## config.mk

```make
export PLATFORM = sky130hd
export DESIGN_NAME = add_accum_unit
export DESIGN_NICKNAME = d
export VERILOG_FILES = /design/src/rtl/add_accum_pkg.sv /design/src/rtl/add_accum_unit_sat_addsub.sv /design/src/rtl/add_accum_unit.sv
export SDC_FILE = /design/constraint.sdc
export NUM_CORES = 1
export LEC_CHECK = 0
export BUFFER_PORTS_ARGS = -buffer_cell sky130_fd_sc_hd__clkbuf_2
export CAP_MARGIN = 20
export CORE_MARGIN = 2
export CORE_UTILIZATION = 59
export DETAILED_ROUTE_END_ITERATION = 7
export HOLD_SLACK_MARGIN = 0.1
export PLACE_DENSITY = 0.9
export SLEW_MARGIN = 25
export SYNTH_ARGS = -nofsm -noshare
export SYNTH_HDL_FRONTEND = slang
export SYNTH_SLANG_ARGS = --single-unit
```

## constraint.sdc

```tcl
create_clock -name clk -period 6.4 [get_ports clk]
set_input_delay 0.64 -clock clk [delete_from_list [all_inputs] [get_ports clk]]
set_output_delay 0.64 -clock clk [all_outputs]
set_load 0.005 [all_outputs]
```

## src/rtl/add_accum_pkg.sv

```systemverilog
// Shared definitions for the add/accumulate unit.
//   op_t       : opcode encoding carried through the pipeline
//   DEF_WIDTH  : default operand/result width
//   DEF_CNT_W  : default width of the completed-transaction counter
package add_accum_pkg;

   typedef enum logic [1:0] {
      OP_ADD = 2'b00,
      OP_SUB = 2'b01,
      OP_ACC = 2'b10,
      OP_CLR = 2'b11
   } op_t;

   localparam int DEF_WIDTH = 4;
   localparam int DEF_CNT_W = 8;

endpackage

```

## src/rtl/add_accum_unit_sat_addsub.sv

```systemverilog
// Saturating adder/subtractor used by stage 2 of add_accum_unit.
//   x, y, z : unsigned operands (z is a third addend, ignored when sub=1)
//   sub     : 1 = x - y, 0 = x + y + z
//   sat     : 1 = clamp on carry/borrow, 0 = wrap-around
//   value   : WIDTH-bit result
//   carry   : carry out of the sum, or borrow of the difference
module sat_addsub
   import add_accum_pkg::*;
#(
   parameter int WIDTH = DEF_WIDTH
) (
   input  logic [WIDTH-1:0] x,
   input  logic [WIDTH-1:0] y,
   input  logic [WIDTH-1:0] z,
   input  logic             sub,
   input  logic             sat,
   output logic [WIDTH-1:0] value,
   output logic             carry
);

   // Two guard bits: three full-scale addends never exceed 3*(2^WIDTH-1).
   logic [WIDTH+1:0] sum;
   logic [WIDTH:0]   diff;

   always_comb begin
      sum   = {2'b00, x} + {2'b00, y} + {2'b00, z};
      diff  = {1'b0, x} - {1'b0, y};
      value = '0;
      carry = 1'b0;
      if (sub) begin
         carry = diff[WIDTH];
         value = (sat && carry) ? '0 : diff[WIDTH-1:0];
      end else begin
         carry = |sum[WIDTH+1:WIDTH];
         value = (sat && carry) ? '1 : sum[WIDTH-1:0];
      end
   end

endmodule

```

## src/rtl/add_accum_unit.sv

```systemverilog
// Two-stage add/subtract/accumulate unit with valid/ready handshakes.
//   clk, reset          : rising-edge clock, async active-low reset
//   in_valid / in_ready : operand beat handshake (op, sat, a, b)
//   out_valid/out_ready : result beat handshake (result, carry)
//   ovf                 : sticky overflow, cleared by CLR or reset
//   acc                 : accumulator, touched only by ACC and CLR
//   count               : completed output handshakes, wraps
module add_accum_unit
   import add_accum_pkg::*;
#(
   parameter int WIDTH = DEF_WIDTH,
   parameter int CNT_W = DEF_CNT_W
) (
   input  logic             clk,
   input  logic             reset,
   input  logic             in_valid,
   output logic             in_ready,
   input  logic [1:0]       op,
   input  logic             sat,
   input  logic [WIDTH-1:0] a,
   input  logic [WIDTH-1:0] b,
   output logic             out_valid,
   input  logic             out_ready,
   output logic [WIDTH-1:0] result,
   output logic             carry,
   output logic             ovf,
   output logic [WIDTH-1:0] acc,
   output logic [CNT_W-1:0] count
);

   logic             alive;
   logic             stall;
   logic             s1_valid;
   op_t              s1_op;
   logic             s1_sat;
   logic [WIDTH-1:0] s1_a;
   logic [WIDTH-1:0] s1_b;
   logic [WIDTH-1:0] addend_c;
   logic [WIDTH-1:0] calc_value;
   logic             calc_carry;

   // A stalled output freezes the whole pipe, so nothing new may enter.
   assign stall    = out_valid & ~out_ready;
   assign in_ready = alive & ~stall;

   // Holds in_ready low until the first edge after reset release.
   always_ff @(posedge clk or negedge reset) begin
      if (!reset) alive <= 1'b0;
      else        alive <= 1'b1;
   end

   always_ff @(posedge clk or negedge reset) begin
      if (!reset) begin
         s1_valid <= 1'b0;
         s1_op    <= OP_ADD;
         s1_sat   <= 1'b0;
         s1_a     <= '0;
         s1_b     <= '0;
      end else if (!stall) begin
         s1_valid <= in_valid & in_ready;
         if (in_valid && in_ready) begin
            s1_op  <= op_t'(op);
            s1_sat <= sat;
            s1_a   <= a;
            s1_b   <= b;
         end
      end
   end

   // ACC reads the registered acc; the previous ACC has already written it
   // by the time the next beat reaches stage 2, so no forwarding is needed.
   assign addend_c = (s1_op == OP_ACC) ? acc : '0;

   sat_addsub #(.WIDTH(WIDTH)) u_sat_addsub (
      .x     (s1_a),
      .y     (s1_b),
      .z     (addend_c),
      .sub   (s1_op == OP_SUB),
      .sat   (s1_sat),
      .value (calc_value),
      .carry (calc_carry)
   );

   always_ff @(posedge clk or negedge reset) begin
      if (!reset) begin
         out_valid <= 1'b0;
         result    <= '0;
         carry     <= 1'b0;
         acc       <= '0;
         ovf       <= 1'b0;
      end else if (!stall) begin
         out_valid <= s1_valid;
         if (s1_valid) begin
            unique case (s1_op)
               OP_CLR: begin
                  result <= '0;
                  carry  <= 1'b0;
                  acc    <= '0;
                  ovf    <= 1'b0;
               end
               OP_ACC: begin
                  result <= calc_value;
                  carry  <= calc_carry;
                  acc    <= calc_value;
                  ovf    <= ovf | calc_carry;
               end
               default: begin
                  result <= calc_value;
                  carry  <= calc_carry;
                  ovf    <= ovf | calc_carry;
               end
            endcase
         end
      end
   end

   always_ff @(posedge clk or negedge reset) begin
      if (!reset)                      count <= '0;
      else if (out_valid && out_ready) count <= count + CNT_W'(1);
   end

endmodule

```

==> flow_metrics.py, run 1 <==
metrics = {
    "status": {
        "outcome": "finished clean",
    },
    "cells_and_area": {
        "areaGrowthSynthToFinish_pct": 13.65,
        "layout.area.seq_um2": 800.8,
        "stdcell_area_um2": 2073,
        "fin_cells": 241,
        "final_cell_mix": "clkbuf_2, dfrtp_1, inv_1",
        "layout_commonest_cell": "clkbuf_2",
        "nets": 238,
        "diodes": 0,
        "drive_gt1_frac": 0.2837,
        "multi_input_area_um2": 942.2,
        "fillers": 229,
    },
    "timing": {
        "max_freq_mhz": 357.2,
        "final_max_slew_viol_count": 0,
        "clock-skew-final_ns": 0.01249,
        "finalCritPeriodShare": 0.4374,
        "grt_setup_unrepaired": "false",
        "tns_ns": 0,
        "slew-limit-headroom": 0.4918,
        "setup_viol": 0,
        "period_needed_ns": 2.800,
        "tightest_slew_ns": 0.7623,
        "hold_viol_final": 0,
        "holdWs_ns": 0.3595,
    },
    "die": {
        "die_area_um2": 3553,
        "dieWidth_um": 59.61,
        "start_util": 0.6075,
        "core_area_um2": 3003,
        "dieHeight_um": 59.61,
        "rows": 20,
        "ios": 35,
    },
    "cts": {
        "clock-sinks": 32,
        "cts_tree": "built",
        "cts_buffer_depth": 2,
        "root_buffer": "clkbuf_4",
        "clkLatencyLatePin_ns": 0.33,
        "cts_resized": 0,
        "postCtsSetupBuffers": 0,
        "cts_buffers": 5,
        "htreeDepth": 2,
        "path_clk_slew_ns": 0.11,
        "hold_buffers": 0,
    },
    "drt": {
        "wl_met2_mm": 1.909,
        "drt-pass1-iter-count": 5,
        "wl_met3_um": 229,
        "wl_per_cell_um": 15.39,
        "drt-met1-wl_mm": 1.504,
        "ant_nets": 0,
        "num_vias": 1388,
        "routed_wirelength_mm": 3.708,
        "drt_iter0_drc": 48,
        "dr.max_layer_used": "met4",
        "routed_via_density": 5.759,
        "drc": 0,
    },
    "yosys": {
        "yosys.cell_types.count": 37,
        "synth-adder-area-share": 0.1221,
        "synth_compound_area_frac": 0.1214,
        "yosysSeqAreaShare": 0.4390,
        "synth-xor-area-share": 0.06241,
        "yosysWarnings": 0,
        "synth-edff-count": 0,
        "synthFlopType": "dfrtp_1",
        "syn_avg_cell_area_um2": 10.73,
        "synth_nets": 201,
        "synth_cells": 170,
        "ys_ff_latch": 32,
        "yosys.area_share.simple": 0.1344,
        "syn-cell-area_um2": 1824,
        "synth_top_family_by_area": "simple AND/OR/NAND/NOR gates",
        "synth_mux_area_frac": 0.07407,
        "synthArstFlopShare": 1.000,
    },
    "placed_design": {
        "port_buffers": 34,
        "dp.cells": 233,
        "gp_congestion": 0.8329,
        "dp_hpwl_mm": 2.836,
        "placed_area_um2": 2011,
    },
    "critical_path": {
        "cp_max_fo": 4,
        "worstSetupPathType": "register to register",
        "start_kind": "register",
        "worst-endpoint-required_ns": 6.62,
        "cp.arrival_ns": 3.02,
        "critical_path.endpoint_type": "register",
    },
    "power_and_ir_drop": {
        "power_density_nw_per_um2": 380.0,
        "leakagePower_nw": 1.049,
        "ir_drop_mv": 0.2118,
        "finalPower_mw": 0.7878,
    },
    "grt": {
        "grt_usage": 0.2421,
        "grt_start_max_net_pins": 33,
        "grt_pass1_wl_mm": 6.348,
        "antenna_found_initial": 0,
        "grt_pass1_vias": 1444,
        "overflow": 0,
    },
    "job": {
        "drv_cap": 0,
    },
    "worst_hold_path": {
        "hold_path_class": "input port to async pin",
    },
}
## synthesized netlist by cell type, types with 2 or more instances
library cell   n  area, µm²
fa_1           3      60.06
nor2_1         8      30.03
ha_1          13      162.7
nand2_1       14      52.55
mux2_2        12      135.1
nand3_1        3      15.01
nor3_2         2      20.02
o21ai_0        7      35.03
nand4_1        2      12.51
and2_1         6      37.54
xnor2_1        7      61.31
buf_2          2      10.01
o21a_1         2      15.01
o311ai_1       2      17.52
a21oi_1        9      45.04
and3_1         4      25.02
a211oi_1       2      15.01
nor2b_1        3      18.77
dfrtp_1       32      800.8
xor2_1         6      52.55
inv_1         15      56.30
## sequential cells by signal, indices dropped and copies added (netlist names)
name	cells
count	8
acc	4
result	4
s1_a	4
s1_b	4
s1_op	2
alive	1
carry	1
out_valid	1
ovf	1
s1_sat	1
s1_valid	1
## cells by family after synthesis
kind of cell | after synthesis
simple gates | 47
flops | 32
compound gates | 30
buf+inv | 19
fa+ha+maj | 16
xor+xnor | 13
mux | 12
other cells | 1
## report_power, final
part | switching [mW] | total, mW | internal (mW)
clock network | 0.0680 | 0.122 | 0.0537
logic | 0.189 | 0.349 | 0.160
registers | 0.0561 | 0.317 | 0.261
total | 0.313 | 0.788 | 0.475
## worst max-delay path, stage by stage (launching register included)
cell and delay, ns:
dfrtp_1 0.40, ha_1 0.19, inv_1 0.06, fa_1 0.43, xor2_1 0.20, ha_1 0.35, a21oi_1 0.29, a2111oi_4 0.10
nor3_1 0.42, o21a_1 0.20, o21ai_0 0.08
## final cells by class
cell class / instances / area share
Inverter: 15 / 0.02716
Timing Repair Buffer: 34 / 0.08208
Sequential cell: 32 / 0.3862
Clock inverter: 1 / 0.003621
Multi-Input combinational cell: 119 / 0.4544
Clock buffer: 7 / 0.02655
Tap cell: 33 / 0.01992
## metal layers
| metal | up-vias | track usage |
|---|---|---|
| li1 | 655 | - |
| met1 | 671 | 0.3057 |
| met3 | 6 | 0.05459 |
| met5 | - | 0 |
| met2 | 56 | 0.4003 |
| met4 | 0 | 0.1016 |
## per-stage QoR
step,util,worst slack (ns)
global route,0.6904,3.418
floorplan,-,3.892
CTS,0.6904,3.649
finish,0.6904,3.600
detailed placement,0.6696,3.693
global placement,0.6696,3.822
## final timing paths
kind | startpoint | to | slack [ns] | depth (start not counted)
setup / recovery | s1_b[0] | acc[3] | 3.60 | 10
hold / removal | reset | acc[1] | 0.36 | 1
setup reg to reg | s1_b[0] | acc[3] | 3.60 | 10
hold reg to reg | count[7] | count[7] | 0.49 | 1
max in group asynchronous | reset | s1_a[0] | 5.54 | 1
min in group clk | count[7] | count[7] | 0.49 | 1
Note: power is estimated with default switching activity, not from simulation.
==> run 2, diff against run 1 <==
--- a/config.mk
+++ b/config.mk
@@ -8,10 +8,10 @@
 export BUFFER_PORTS_ARGS = -buffer_cell sky130_fd_sc_hd__clkbuf_2
 export CAP_MARGIN = 20
 export CORE_MARGIN = 2
-export CORE_UTILIZATION = 59
+export CORE_UTILIZATION = 49
 export DETAILED_ROUTE_END_ITERATION = 7
 export HOLD_SLACK_MARGIN = 0.1
-export PLACE_DENSITY = 0.9
+export PLACE_DENSITY = 0.81
 export SLEW_MARGIN = 25
 export SYNTH_ARGS = -nofsm -noshare
 export SYNTH_HDL_FRONTEND = slang
==> constraint.sdc (replaced) <==
create_clock -name clk -period 2.5 [get_ports clk]
set_input_delay 0.25 -clock clk [delete_from_list [all_inputs] [get_ports clk]]
set_output_delay 0.25 -clock clk [all_outputs]
set_load 0.005 [all_outputs]
==> run 2 against run 1 <==
The flow now finishes with violations (setup timing); critical path depth did not move; die area rose by 19%; register-to-register slack got worse by 3.6 ns; critical path type unchanged; largest power group unchanged; non-clock buffer count rose by 17.
==> flow_metrics.py, run 2 (synthesized netlist as in run 1, its figures left out) <==
metrics = {
    "cells_and_area": {
        "drive_gt1_frac": 0.4267,
        "top_register": "count",
        "layout_commonest_cell": "clkbuf_2",
        "areaGrowthSynthToFinish_pct": 29.70,
        "fin_cells": 273,
        "nets": 255,
        "diodes": 0,
        "final_cell_mix": "clkbuf_2, dfrtp_1, buf_4",
        "fillers": 277,
        "largest_reg_flops": 8,
    },
    "placed_design": {
        "dp.cells": 262,
        "port_buffers": 34,
        "dp_hpwl_mm": 2.831,
        "gp_congestion": 0.8505,
    },
    "timing": {
        "finalCritPeriodShare": 1.006,
        "clock-skew-final_ns": 0.008671,
        "hold_viol_final": 0,
        "tightest_slew_ns": 0.7651,
        "worst_slack_ns": -0.01492,
        "slew-limit-headroom": 0.4899,
        "tns_ns": -0.01492,
        "max_freq_mhz": 397.6,
        "setup_viol": 1,
        "period_needed_ns": 2.515,
        "final_max_slew_viol_count": 0,
        "grt_setup_unrepaired": "true",
    },
    "die": {
        "start_util": 0.5059,
        "die_area_um2": 4227,
        "dieHeight_um": 65.02,
        "rows": 22,
        "dieWidth_um": 65.02,
        "ios": 35,
        "core_area_um2": 3606,
    },
    "cts": {
        "cts_buffers": 5,
        "clock-sinks": 32,
        "path_clk_slew_ns": 0.07,
        "root_buffer": "clkbuf_8",
        "cts_tree": "built",
        "clkLatencyLatePin_ns": 0.29,
        "cts_buffer_depth": 2,
        "htreeDepth": 2,
    },
    "power_and_ir_drop": {
        "p_seq_frac": 0.329,
        "comb_power_share": 0.467,
        "leakagePower_nw": 1.147,
        "intPower_mw": 1.536,
        "clock_power_share": 0.205,
        "ir_drop_mv": 0.4470,
        "p_switching_mw": 0.8943,
        "swShare": 0.3679,
        "power_density_nw_per_um2": 1027,
    },
    "critical_path": {
        "r2r_end": "result[1]",
        "r2r_slack_ns": -0.01,
        "worstSetupPathType": "register to register",
        "critical_path.endpoint_type": "register",
        "cp.arrival_ns": 2.71,
        "cp_max_fo": 4,
        "start_kind": "register",
        "worst-endpoint-required_ns": 2.69,
        "endpoint": "result[1]",
        "crit_start": "s1_b[0]",
        "reg2reg_depth": 10,
        "rr_startpoint": "s1_b[0]",
    },
    "drt": {
        "routed_wirelength_mm": 3.784,
        "ant_nets": 0,
        "wl_per_cell_um": 13.86,
        "num_vias": 1398,
        "drc": 0,
        "drt-pass1-iter-count": 4,
        "routed_via_density": 5.121,
        "drt_iter0_drc": 85,
    },
    "grt": {
        "grt_pass1_wl_mm": 6.313,
        "antenna_found_initial": 0,
        "overflow": 0,
        "grt_start_max_net_pins": 33,
        "grt_usage": 0.2043,
        "grt_pass1_vias": 1407,
    },
    "status": {
        "outcome": "finished, violations left",
        "violations": "setup timing",
    },
    "job": {
        "drv_cap": 0,
    },
    "worst_hold_path": {
        "min-delay-start": "a[2]",
        "hold_path_class": "input port to register",
    },
}
run 2: cell types whose count changed in the layout (fill, tap and decap cells not counted), sizes merged:
cell and delta:
buf +16, clkbuf -2, bufinv +1, clkinv +1, dlygate4sd3 +1
run 2: critical path, cell delays in order (launching register included):
cell and delay, ns:
dfrtp_1 0.35, ha_2 0.19, inv_2 0.04, fa_2 0.36, xor2_2 0.21, ha_4 0.29
a21oi_2 0.06, a2111oi_4 0.37, o31a_4 0.24, nor2_4 0.05, o311ai_1 0.26
run 2: power groups by stage:
| stage | Clock (mW) | Combinational, mW | Sequential, mW |
|---|---|---|---|
| 3_3_place_gp | 0 | 0.951 | 0.795 |
| 3_5_place_dp | 0 | 0.988 | 0.805 |
| 2_1_floorplan | 0 | 0.617 | 0.795 |
| 6_report | 0.498 | 1.13 | 0.799 |
| 4_1_cts | 0.509 | 1.10 | 0.797 |
| 5_1_grt | 0.531 | 1.26 | 0.823 |
run 2: cell type report:
cell class	count	area, µm²	area share
clock inverter	3	42.54	0.01798
sequential	32	802.0	0.3390
tap	48	60.06	0.02538
multi-input combinational	119	1036	0.4379
inverter	15	56.30	0.02380
clock buffer	5	68.82	0.02909
timing repair buffer	51	300.3	0.1269
run 2: routing by layer:
layer	GRT usage	part of all wire	up-vias
met5	0	0	-
met4	0.1042	0.024	0
met3	0.04861	0.040	8
met2	0.3505	0.50	35
met1	0.2376	0.43	669
li1	-	-	686
run 2: timing repair:
item / 4_1_cts / 5_1_grt
pin swaps: 8 / 6
endpoints found under the setup margin: 7 / 10
endpoints found under the hold margin: 32 / 0
resized for setup: 13 / 8
hold buffers: 1 / 0
buffers inserted: 2 / 0
run 2: stage by stage:
stage	total power, mW	area [µm²]	setup WS (ns)	hold slack, ns	util
floorplan	1.411	1833	0.02597	-0.04559	-
global route	2.618	2366	-0.1280	0.1818	0.6561
detailed placement	1.793	2143	-0.09786	0.3593	0.5944
CTS	2.403	2330	-0.01432	0.1844	0.6461
finish	2.431	2366	-0.01492	0.1859	0.6561
global placement	1.746	2143	-0.03396	0.3493	0.5944
run 2: worst min-delay path by stage:
stage / to / slack [ns] / depth (start not counted)
6_report: s1_a[2] / 0.19 / 2
5_1_grt: s1_b[2] / 0.18 / 2
4_1_cts: s1_a[2] / 0.18 / 2
3_5_place_dp: alive / 0.36 / 1
3_3_place_gp: alive / 0.35 / 1
2_1_floorplan: acc[0] / -0.05 / 0
==> run 3, diff against run 2 <==
--- a/config.mk
+++ b/config.mk
@@ -7,11 +7,12 @@
 export LEC_CHECK = 0
 export BUFFER_PORTS_ARGS = -buffer_cell sky130_fd_sc_hd__clkbuf_2
 export CAP_MARGIN = 20
-export CORE_MARGIN = 2
+export CORE_MARGIN = 3
 export CORE_UTILIZATION = 49
 export DETAILED_ROUTE_END_ITERATION = 7
 export HOLD_SLACK_MARGIN = 0.1
 export PLACE_DENSITY = 0.81
+export SKIP_CTS_REPAIR_TIMING = 1
 export SLEW_MARGIN = 25
 export SYNTH_ARGS = -nofsm -noshare
 export SYNTH_HDL_FRONTEND = slang
==> run 3 against run 2 <==
The run still ends with setup timing left; non-clock buffer count rose by 5; combinational power rose by 7%; die area grew 6.2%; sequential cell count unchanged; clock skew shrank 0.0011 ns; utilization rose by 2.9 points; maximum frequency is 4.7% lower; sequential share of layout area is 0.20 points lower; final area grew 0.42%; power is 0.14% lower.
==> flow_metrics.py, run 3 (synthesized netlist as in run 1, its figures left out) <==
metrics = {
    "grt": {
        "grt_pass1_wl_mm": 6.237,
        "grt_usage": 0.1906,
        "grt_start_max_net_pins": 33,
        "overflow": 0,
        "grt_pass1_vias": 1410,
        "antenna_found_initial": 0,
    },
    "timing": {
        "setup_viol": 10,
        "holdWs_ns": 0.1965,
        "hold_viol_final": 0,
        "slew-limit-headroom": 0.4832,
        "grt_setup_unrepaired": "true",
        "tightest_slew_ns": 0.7751,
        "max_freq_mhz": 379.0,
        "tns_ns": -0.7604,
        "final_max_slew_viol_count": 0,
        "clock-skew-final_ns": 0.007549,
        "worst_slack_ns": -0.1387,
        "period_needed_ns": 2.639,
        "finalCritPeriodShare": 1.055,
    },
    "drt": {
        "wl_per_cell_um": 15.40,
        "ant_nets": 0,
        "drt-pass1-iter-count": 4,
        "num_vias": 1454,
        "drc": 0,
        "routed_via_density": 5.268,
        "drt_iter0_drc": 49,
        "routed_wirelength_mm": 4.251,
    },
    "placed_design": {
        "dp_hpwl_mm": 3.005,
        "preCtsSetupSlack_ns": -0.1329,
        "port_buffers": 34,
        "gp_congestion": 0.8670,
        "dp.cells": 262,
        "placed_area_um2": 2156,
    },
    "power_and_ir_drop": {
        "leakagePower_nw": 1.170,
        "power_density_nw_per_um2": 1021,
        "finalPower_mw": 2.427,
        "ir_drop_mv": 0.6801,
    },
    "cells_and_area": {
        "top_register": "count",
        "final_cell_mix": "clkbuf_2, dfrtp_1, buf_4",
        "fin_cells": 276,
        "nets": 260,
        "areaGrowthSynthToFinish_pct": 30.25,
        "postLayoutCoreUtil": 0.6851,
        "largest_reg_flops": 8,
        "fillers": 278,
        "drive_gt1_frac": 0.4217,
        "diodes": 0,
        "layout_commonest_cell": "clkbuf_2",
        "stdcell_area_um2": 2376,
    },
    "cts": {
        "clock-sinks": 32,
        "cts_buffers": 5,
        "root_buffer": "clkbuf_8",
        "clkLatencyLatePin_ns": 0.28,
        "path_clk_slew_ns": 0.07,
        "cts_tree": "built",
        "htreeDepth": 2,
        "cts_buffer_depth": 2,
    },
    "die": {
        "core_area_um2": 3468,
        "die_area_um2": 4491,
        "start_util": 0.5260,
        "dieWidth_um": 67.02,
        "dieHeight_um": 67.02,
        "ios": 35,
        "rows": 21,
    },
    "critical_path": {
        "critical_path.endpoint_type": "register",
        "worstSetupPathType": "register to register",
        "worst-endpoint-required_ns": 2.66,
        "cp.arrival_ns": 2.80,
        "cp_max_fo": 4,
        "start_kind": "register",
    },
    "worst_hold_path": {
        "hold_path_class": "input port to register",
    },
    "status": {
        "violations": "setup timing",
        "outcome": "finished, violations left",
    },
    "job": {
        "drv_cap": 0,
    },
}
run 3: metal layers:
| metal | GRT usage | vias up | part of all wire |
|---|---|---|---|
| met3 | 0.05059 | 9 | 0.040 |
| met2 | 0.3178 | 41 | 0.54 |
| li1 | - | 698 | - |
| met4 | 0.09367 | 0 | 0.019 |
| met5 | 0 | - | 0 |
| met1 | 0.2244 | 706 | 0.41 |
run 3: cell type report:
type | count | area, µm² | share of cell area
Clock inverter | 1 | 7.507 | 0.003160
Inverter | 15 | 56.30 | 0.02370
Clock buffer | 7 | 86.33 | 0.03633
Sequential cell | 32 | 800.8 | 0.3370
Tap cell | 46 | 57.56 | 0.02422
Timing Repair Buffer | 56 | 337.8 | 0.1422
Multi-Input combinational cell | 119 | 1030 | 0.4334
run 3: path summary, 6_finish.rpt:
path / from / to / slack [ns] / cells after the start
worst max-delay path: s1_a[1] / result[3] / -0.14 / 9
worst max register to register: s1_a[1] / result[3] / -0.14 / 9
worst min register to register: count[7] / count[7] / 0.47 / 1
max in group asynchronous: reset / s1_valid / 1.43 / 2
worst min-delay path: a[1] / s1_a[1] / 0.20 / 2
min in group asynchronous: reset / s1_b[1] / 0.58 / 2
run 3: critical path: stages, from the launching register on:
cell      delay [ns]
dfrtp_1         0.44
inv_1           0.11
fa_2            0.41
xor2_1          0.18
ha_1            0.35
nand4b_1        0.14
o32a_1          0.23
o31a_4          0.41
nor3_4          0.16
a211oi_2        0.09
run 3: report_power, final:
| group | switching [mW] | total [mW] | internal, mW |
|---|---|---|---|
| Clock | 0.190 | 0.413 | 0.223 |
| Sequential | 0.138 | 0.809 | 0.670 |
| Combinational | 0.603 | 1.21 | 0.602 |
